==> src/rtl/alu_seq.sv <==
// Registered 8-op ALU behind a valid/ready handshake. Defining ALU_MULT_EN
// enables op 111 as a WIDTH-cycle shift-add multiply; otherwise it yields 0.
module alu_seq #(
  parameter int WIDTH = 32
) (
  input  logic             clk,
  input  logic             reset_n,
  input  logic             in_valid,
  output logic             in_ready,
  input  logic [WIDTH-1:0] a,
  input  logic [WIDTH-1:0] b,
  input  logic [2:0]       alu_op,
  output logic             out_valid,
  input  logic             out_ready,
  output logic [WIDTH-1:0] result,
  output logic             zero,
  output logic             overflow,
  output logic [1:0]       dbg_state
);

  localparam int MSB = WIDTH - 1;

  // Handshake: a transfer happens on any rising edge where valid && ready.
  // Inputs are taken when in_valid && in_ready; the result is consumed when
  // out_valid && out_ready. out_valid holds, with stable data, until consumed.
`ifdef ALU_MULT_EN
  typedef enum logic [1:0] {IDLE = 2'd0, BUSY = 2'd1, DONE = 2'd2} state_t;
`else
  typedef enum logic [1:0] {IDLE = 2'd0, DONE = 2'd2} state_t;
`endif

  state_t state, state_nxt;

  logic             accept;
  logic             is_mul;
  logic [WIDTH-1:0] alu_res;
  logic             alu_ovf;

  assign in_ready  = (state == IDLE) || ((state == DONE) && out_ready);
  assign accept    = in_valid && in_ready;
  assign out_valid = (state == DONE);
  assign dbg_state = state;

`ifdef ALU_MULT_EN
  localparam int CW = $clog2(WIDTH) + 1;

  logic [CW-1:0]    cnt;
  logic [WIDTH-1:0] mcand;
  logic [WIDTH-1:0] mplier;
  logic [WIDTH-1:0] acc;
  logic [WIDTH-1:0] acc_nxt;
  logic             mul_last;

  assign is_mul   = (alu_op == 3'b111);
  assign acc_nxt  = acc + (mplier[0] ? mcand : '0);
  assign mul_last = (cnt == CW'(WIDTH - 1));
`else
  assign is_mul = 1'b0;
`endif

  always_comb begin
    alu_res = '0;
    alu_ovf = 1'b0;
    case (alu_op)
      3'b000: begin
        alu_res = a + b;
        alu_ovf = (a[MSB] == b[MSB]) && (alu_res[MSB] != a[MSB]);
      end
      3'b001: begin
        alu_res = a - b;
        alu_ovf = (a[MSB] != b[MSB]) && (alu_res[MSB] != a[MSB]);
      end
      3'b010: alu_res = a & b;
      3'b011: alu_res = a | b;
      3'b100: alu_res = a ^ b;
      3'b101: alu_res = ~(a | b);
      3'b110: alu_res = {{(WIDTH-1){1'b0}}, ($signed(a) < $signed(b))};
      default: alu_res = '0;
    endcase
  end

  always_ff @(posedge clk or negedge reset_n) begin
    if (!reset_n) state <= IDLE;
    else          state <= state_nxt;
  end

  always_comb begin
    state_nxt = state;
    case (state)
      IDLE: begin
        if (accept) state_nxt = is_mul ? state_t'(2'd1) : DONE;
      end
`ifdef ALU_MULT_EN
      BUSY: begin
        if (mul_last) state_nxt = DONE;
      end
`endif
      DONE: begin
        if (out_ready) begin
          if (accept) state_nxt = is_mul ? state_t'(2'd1) : DONE;
          else        state_nxt = IDLE;
        end
      end
      default: state_nxt = IDLE;
    endcase
  end

  // Result flags are registered alongside result; they hold while DONE stalls
  // and keep their last value after the result is consumed.
  always_ff @(posedge clk or negedge reset_n) begin
    if (!reset_n) begin
      result   <= '0;
      zero     <= 1'b0;
      overflow <= 1'b0;
    end else if (accept && !is_mul) begin
      result   <= alu_res;
      zero     <= (alu_res == '0);
      overflow <= alu_ovf;
`ifdef ALU_MULT_EN
    end else if ((state == BUSY) && mul_last) begin
      result   <= acc_nxt;
      zero     <= (acc_nxt == '0);
      overflow <= 1'b0;
`endif
    end
  end

`ifdef ALU_MULT_EN
  // One multiplier bit per BUSY cycle: add shifted multiplicand when set.
  always_ff @(posedge clk or negedge reset_n) begin
    if (!reset_n) begin
      cnt    <= '0;
      mcand  <= '0;
      mplier <= '0;
      acc    <= '0;
    end else if (accept && is_mul) begin
      cnt    <= '0;
      mcand  <= a;
      mplier <= b;
      acc    <= '0;
    end else if (state == BUSY) begin
      cnt    <= cnt + CW'(1);
      mcand  <= mcand << 1;
      mplier <= mplier >> 1;
      acc    <= acc_nxt;
    end
  end
`endif

endmodule

==> config.mk <==
export PLATFORM = sky130hd
export DESIGN_NAME = alu_seq
export DESIGN_NICKNAME = d
export VERILOG_FILES = /design/src/rtl/alu_seq.sv
export SDC_FILE = /design/constraint.sdc
export NUM_CORES = 1
export LEC_CHECK = 0
export CORE_ASPECT_RATIO = 0.5
export CORE_MARGIN = 1
export CORE_UTILIZATION = 60
export CTS_CLUSTER_SIZE = 25
export DETAILED_ROUTE_END_ITERATION = 7
export GPL_TIMING_DRIVEN = 0
export PLACE_DENSITY = 0.87
export SLEW_MARGIN = 0
export SYNTH_ARGS = -nofsm -noshare
export SYNTH_HDL_FRONTEND = slang
export SYNTH_SLANG_ARGS = --single-unit
==> constraint.sdc <==
create_clock -name clk -period 3.97 [get_ports clk]
set_input_delay 0.5955 -clock clk [delete_from_list [all_inputs] [get_ports clk]]
set_output_delay 0.5955 -clock clk [all_outputs]
set_load 0.02 [all_outputs]
* Yosys cells after proc, flatten, opt, wreduce, memory -nomap -nowiden
Index checks and enable logic that the tools add are counted.
Word-level totals: word-level logic and storage cells 39, flip-flop bits (word level) 36, input port bits 71
Operators by class: $lt $le $gt $ge 1, equal/unequal tests 13, reduce and logical (&&, ||, !) cells 9, bitwise logic cells 4, multiplexer cells 6, $add $sub $neg 2
Operators by type and width (count):
- 32-bit one-hot mux with 7 select lines | 1
- 32-bit adder | 1
- 32-bit AND | 1
- 32-bit zero test | 1
- 32-bit < comparator | 1
- 32-bit inverter | 1
- 32-bit bitwise OR | 1
- 32-bit subtractor | 1
- 32-bit bitwise XOR | 1
- 3-bit equality test (second input constant) | 3
- 3-bit by 2-bit equality test with 1-bit output (second input constant) | 2
- 2-bit 2-to-1 mux | 3
- 1-bit logical AND | 4
- 2-bit one-hot mux with 2 select lines | 1
- 3-bit by 1-bit equality test with 1-bit output (second input constant) | 1
- 3-bit zero test | 1
- 1-bit != test | 3
- 2-bit equality test (second input constant) | 1
- 2-bit zero test | 1
- 2-bit by 1-bit != test with 1-bit output (second input constant) | 1
- 2-bit != test (second input constant) | 1
- 1-bit one-hot mux with 2 select lines | 1
- 2-bit AND reduction | 1
- 1-bit equality test | 1
- 1-bit logical OR | 1

* Longest topological paths before layout
Gate-level depths: netlist of the first run.
depth in word-level cells 7, gate-level depth with buffers 15, gate-level depth less buffers 15

* Worst setup path after synthesis of the first run
OpenSTA, ideal clock, no wires.
path kind input to register, from input port a[0], to register zero, setup slack 120 ps, buffers on the path 0, arrival time 3758 ps, cell stages on the path 15, cells stage by stage inv_1 > ha_1 > fa_1 > nor3_4 > o31ai_4 > a2111oi_2 > or3_1 > nor3_1 > or4b_1 > or3_1 > nor4_1 > nand4_1 > nor4_2 > o2111ai_1 > o31ai_2
On the way: longest elaborated chain between the ends 4, elaborated cells on any way between the ends 9, those cells by class add/sub: 2; order compare: 1; mux: 1; bitwise: 4; reduce/logical: 1
RTL lines:
- start, declared | line 10 | input logic [WIDTH-1:0] a,
- branches (longest 2 deep; another with 32-bit subtractor)
- 32-bit one-hot mux with 7 select lines (*) | line 64 | case (alu_op)
- 32-bit zero test (*) | line 117 | zero <= (alu_res == '0);
- end signal, assigned | line 117
- end, declared | line 16 | output logic zero,
Every way passes the cells marked *. A chain may end at the register's enable or synchronous reset.

* Worst setup path in the final report of the first run
from input port alu_op[1], to register zero
On the way: longest elaborated chain between the ends 3, elaborated cells on any way between the ends 9, those cells by class eq/ne: 6; mux: 1; reduce/logical: 2
RTL lines:
- start, declared | line 12 | input logic [2:0] alu_op,
- 3-bit equality test, or another cell as far along | line 64
- 32-bit one-hot mux with 7 select lines (*) | line 64
- 32-bit zero test (*) | line 117
Mark *: on every way between the ends. The rest lies on a longest branch, timed or not.

==> results.json, run 1 <==
{
  "final_common_cell": "ha_1",
  "tritoncts": "built",
  "clock_skew_ns": 0.00145,
  "synth_xor_area_share_pct": 1.21,
  "reg2reg_depth": 12,
  "vias_per_cell": 7.08,
  "cts_max_path_buffers": 2,
  "worstPathRequired_ns": 4.16,
  "tightest_slew_ns": 1.12,
  "core.rowCount": 27,
  "grt_pass1_wl_mm": 41.9,
  "synth_top_family_by_area": "compound AO/OA/AOI/OAI gates",
  "hold_buffers": 0,
  "drc": 1,
  "final_max_slew_viol_count": 0,
  "firstDrtPassIters": 8,
  "root_buffer": "clkbuf_16",
  "synth-edff-count": 0,
  "violations": "design-rule violations, negative setup slack",
  "avgRoutedWirePerCell_um": 22.7,
  "grt_pass1_vias": 8190,
  "rsz0062_at_grt": "yes",
  "finalSetupViolCount": 6,
  "fp.dieH_um": 79.5,
  "yosysUniqueCellTypes": 91,
  "ys_warn_count": 0,
  "path_clk_slew_ns": 0.05,
  "num-fill-cells": 755,
  "cp_max_fo": 10,
  "status": "finished with violations",
  "maxCapViolations": 0,
  "synth-adder-area-share_pct": 19.5,
  "cp-end-kind": "register",
  "synth_compound_area_share_pct": 34.3,
  "ys_seq_area_share_pct": 12.1,
  "seqCellArea_um2": 876,
  "area_delta_synth_final_pct": 28.4,
  "timing.critical_path.mode_cell": "nor4_2",
  "async_flop_share_pct": 100,
  "clock_sinks": 35,
  "synth.area.mux_share_pct": 4.08,
  "r2r-start": "dbg_state[1]",
  "synthCells": 1000,
  "num_vias": 9136,
  "synth-main-ff-cell": "dfrtp_1",
  "ios": 109,
  "p_leak_nw": 4.13,
  "diodes": 0,
  "clock.fmax_mhz": 213,
  "initial_core_util_pct": 63.6,
  "crit_family": "buffers and inverters",
  "layout-drive-gt1-share_pct": 15.0,
  "tns_ns": -1.36,
  "antenna_found_initial": 0,
  "core_um2": 11400,
  "r2r_slack_ns": 0.42,
  "crit_chain": "clkdlybuf4s50_1 -> nand2b_1 -> buf_2 -> buf_1 -> clkbuf_1 -> o22ai_1 -> a221oi_1 -> nand2_1 -> nor4_2 -> nand4_1 -> nor4_2 -> o2111ai_1 -> o31ai_2",
  "htreeDepth": 2,
  "critPathKind": "in2reg",
  "rr_endpoint": "zero",
  "ys_ff_latch": 35,
  "fp.dieArea_um2": 12500,
  "worstPathArrival_ns": 4.89,
  "min_period_ns": 4.70,
  "grt_use_total_pct": 43.5,
  "gr-total-overflow": 0,
  "drt_iter0_drc": 1354,
  "worstSetupStartpointType": "primary input",
  "cpPeakStageDelay_ns": 0.72,
  "io_buffer_count": 107,
  "synth_area_um2": 7210,
  "numCtsBuffers": 5,
  "grt_max_degree": 36,
  "path_buf_inv": 4,
  "power.density_nw_per_um2": 261,
  "multi_input_area_um2": 6110,
  "slew_headroom_pct": 24.9,
  "synth_simple_gate_area_share_pct": 19.9,
  "final_cell_mix": "101 x ha_1, 93 x clkdlybuf4s50_1, 92 x inv_1",
  "gp_congestion": 1.06,
  "nets": 1313,
  "fin_util_pct": 81.6,
  "p_total_mw": 2.42,
  "die_w_um": 157,
  "insertion_delay_ns": 0.28,
  "layout_setup_ws_ns": -0.728,
  "dpl.hpwl_mm": 21.3,
  "ir_worst_vdd_uv": 222,
  "crit_slowest_cell": "clkbuf_1",
  "final-hold-violation-count": 0,
  "syn_nets": 1182,
  "avgSynthCellArea_um2": 7.21,
  "finalWirelength_mm": 29.3,
  "drtAntennaViolNets": 0,
  "min_path_type": "in2async",
  "finalCritPeriodShare_pct": 118,
  "dp_slack_ns": -1.24
}
-- metal layers --
metal	GRT usage [%]	wire length (um)	vias to the layer above
li1	-	-	3888
met1	51.9	10500	4130
met2	70.5	12500	879
met3	14.2	4550	239
met4	21.7	1810	0
met5	0	0	-
-- registers in the layout, summed over array words and instances, names as in the netlist --
register,cells
dbg_state,1
overflow,1
result,32
zero,1
-- how the worst max path moves through the flow --
stage                    from    to  slack, ns  cells after the start
floorplan                a[0]  zero       0.12                     15
detailed placement       a[1]  zero      -1.24                     15
CTS                      b[0]  zero      -0.49                     14
global placement         a[1]  zero      -1.17                     15
finish              alu_op[1]  zero      -0.73                     13
global route        alu_op[1]  zero      -0.76                     13
-- cell families (layout without fill, tap and decap cells) --
kind of cell | after synthesis | count (layout)
buf+inv | 157 | 289
mux | 27 | 27
xor+xnor | 10 | 10
compound gates | 364 | 364
fa+ha+maj | 111 | 111
other cells | 1 | 1
simple gates | 295 | 295
flops | 35 | 35
-- layout make-up --
cell class,instances,share of cell area (%)
buffer,57,3.30
multi-input combinational,808,66.0
timing repair buffer,127,13.5
clock buffer,8,1.69
sequential,35,9.45
inverter,97,3.97
tap,159,2.15
-- timing repair --
item	4_1_cts	5_1_grt
pin swaps	10	26
setup buffers	3	17
gates resized for setup	50	91
setup endpoints to repair	11	14
-- stage by stage --
| step | instance area [um^2] | cells | hold slack, ns |
|---|---|---|---|
| global route | 9260 | 1291 | 0.466 |
| global placement | 8480 | 1266 | 0.461 |
| floorplan | 7210 | 1000 | 0.300 |
| finish | 9260 | 1291 | 0.398 |
| detailed placement | 8480 | 1266 | 0.469 |
| CTS | 8830 | 1275 | 0.413 |
-- cells in the mapped netlist, types with 12 or more instances --
cell        n  area share [%]
buf_2      13            0.90
a21oi_1    87             6.0
a21o_1     14             1.5
a21boi_0   17             1.8
o22ai_1    17             1.5
ha_1      109              19
nor3_1     18             1.2
nor2_1     86             4.5
nand2_1    85             4.4
inv_1      95             4.9
nor4_1     12             1.0
nor2b_1    12             1.0
a211oi_1   19             2.0
mux2_2     19             3.0
nand4_1    13             1.1
o21ai_0    79             5.5
dfrtp_1    35              12
nand2b_1   14             1.2
clkbuf_1   35             1.8
-- power by group --
part	switching [mW]	total [mW]	leakage, nW	internal, mW
clock network	0.147	0.414	0.0772	0.267
logic	0.903	1.52	3.62	0.618
registers	0.0496	0.480	0.433	0.431
(Power assumes the default switching activity.)
==> inputs of run 2 (changes only) <==
- PLACE_DENSITY: 0.87 -> unset
- PLACE_DENSITY_LB_ADDON: unset -> 0.15
==> run 2 against run 1 <==
  * The run still ends with design-rule violations, negative setup slack left
  * Clock-buffer cell count shrank 2
  * Clock power grew 14%
  * Worst setup slack better by 0.14 ns
  * Critical path depth stayed put
  * Highest routed layer is now met5
==> results.json, run 2 (synthesized netlist as in run 1, its figures left out) <==
{
  "status": "finished with violations",
  "violations": "design-rule violations, negative setup slack",
  "cp_max_fo": 10,
  "finalCritPeriodShare_pct": 115,
  "power.share.sequential_pct": 19.1,
  "r2r_slack_ns": 0.72,
  "fp.dieH_um": 79.5,
  "grt_use_met2_pct": 73.5,
  "cts_max_path_buffers": 2,
  "tritoncts": "built",
  "grtUsageMet1_pct": 53.8,
  "power_frac_clock_pct": 18.5,
  "grt_pass1_vias": 8709,
  "ios": 109,
  "p_leak_nw": 4.26,
  "diodes": 0,
  "io_buffer_count": 107,
  "grt_util_met3_pct": 14.4,
  "clock_sinks": 35,
  "insertion_delay_ns": 0.28,
  "reg2reg_depth": 12,
  "r2r-start": "dbg_state[1]",
  "layout-drive-gt1-share_pct": 19.1,
  "dp_slack_ns": -1.27,
  "placed_area_um2": 8480,
  "p_sw_mw": 1.17,
  "root_buffer": "clkbuf_16",
  "layout_setup_ws_ns": -0.588,
  "whs_ns": 0.397,
  "dp_cells": 1266,
  "comb_power_share_pct": 62.4,
  "maxCapViolations": 0,
  "grt_max_degree": 36,
  "vias_per_cell": 7.36,
  "grt_pass1_wl_mm": 44.4,
  "clock.fmax_mhz": 219,
  "fin_util_pct": 84.4,
  "drtAntennaViolNets": 0,
  "critPathKind": "in2reg",
  "worstPathArrival_ns": 4.75,
  "rsz0062_at_grt": "yes",
  "min_period_ns": 4.56,
  "tns_ns": -1.25,
  "power.density_nw_per_um2": 266,
  "sw_frac_of_total_pct": 45.7,
  "drt_iter0_drc": 1711,
  "largest_reg_flops": 32,
  "min_path_type": "in2async",
  "stdcell_area_um2": 9580,
  "core.rowCount": 27,
  "finalSetupViolCount": 6,
  "gr-total-overflow": 0,
  "rr_endpoint": "zero",
  "worstPathRequired_ns": 4.16,
  "initial_core_util_pct": 63.6,
  "final_common_cell": "ha_1",
  "num-fill-cells": 682,
  "drc": 13,
  "numCtsBuffers": 5,
  "slew_headroom_pct": 27.0,
  "firstDrtPassIters": 8,
  "p_total_mw": 2.55,
  "core_um2": 11400,
  "hold_buffers": 0,
  "cp-end-kind": "register",
  "dpl.hpwl_mm": 21.1,
  "internal_power_mw": 1.39,
  "ir_worst_vdd_uv": 251,
  "htreeDepth": 2,
  "tightest_slew_ns": 1.09,
  "nets": 1320,
  "worstSetupStartpointType": "primary input",
  "final_cell_mix": "97 x ha_1, 86 x inv_1, 84 x nand2_1",
  "finalWirelength_mm": 31.3,
  "largest_register": "result",
  "clock_skew_ns": 0.00652,
  "final_max_slew_viol_count": 0,
  "final-hold-violation-count": 0,
  "path_clk_slew_ns": 0.06,
  "die_w_um": 157,
  "busiest_layer": "met2",
  "num_vias": 9557,
  "gp_congestion": 1.04,
  "antenna_found_initial": 1,
  "grt_use_total_pct": 45.7,
  "avgRoutedWirePerCell_um": 24.1,
  "area_delta_synth_final_pct": 32.7,
  "fp.dieArea_um2": 12500,
  "final_cells": 1298
}
## run 2: per-layer routing
layer,wire [um],part of all wire [%],up-vias
met5,63,0.20,-
met4,2560,8.2,2
met3,4930,16,360
met2,12900,41,1001
met1,10900,35,4279
li1,-,-,3915
## run 2: final cells by class
cell class | instances | area, um^2 | share of cell area, %
Multi-Input combinational cell | 808 | 6330 | 66.1
Timing Repair Buffer | 134 | 1280 | 13.4
Sequential cell | 35 | 876 | 9.15
Inverter | 97 | 369 | 3.85
Buffer | 57 | 348 | 3.63
Tap cell | 159 | 199 | 2.08
Clock buffer | 6 | 139 | 1.45
Clock inverter | 2 | 35.0 | 0.366
## run 2: how the worst max path moves through the flow
stage,from,endpoint,slack (ns),cells after the start
2_1_floorplan,a[0],zero,0.12,15
3_3_place_gp,a[1],zero,-1.07,15
3_5_place_dp,a[1],zero,-1.27,15
4_1_cts,a[0],zero,-0.48,16
5_1_grt,alu_op[0],zero,-0.55,13
6_report,alu_op[0],zero,-0.59,13
## run 2: what timing repair did
action | 4_1_cts | 5_1_grt
buffers inserted | 7 | 20
endpoints found under the setup margin | 10 | 13
pin swaps | 9 | 41
gates resized for setup | 56 | 178
## run 2: power groups by stage
stage	logic (mW)	clock network [mW]	registers, mW
detailed placement	1.30	0	0.481
global route	1.66	0.484	0.487
finish	1.59	0.472	0.487
global placement	1.27	0	0.477
CTS	1.37	0.461	0.478
floorplan	0.711	0	0.564
## run 2: critical path, stage by stage
cell             delay [ns]
clkdlybuf4s50_1        0.52
clkbuf_4               0.25
inv_1                  0.13
clkbuf_4               0.29
or3_1                  0.20
buf_2                  0.28
buf_1                  0.74
o211ai_1               0.42
nor4_4                 0.36
nand4_1                0.21
nor4_2                 0.30
o2111ai_1              0.18
o31ai_2                0.24
==> inputs of run 3 (changes only) <==
- GPL_ROUTABILITY_DRIVEN: unset -> 1
==> results of run 3 <==
Final layout, timing and power as in run 2 (identical DEF).
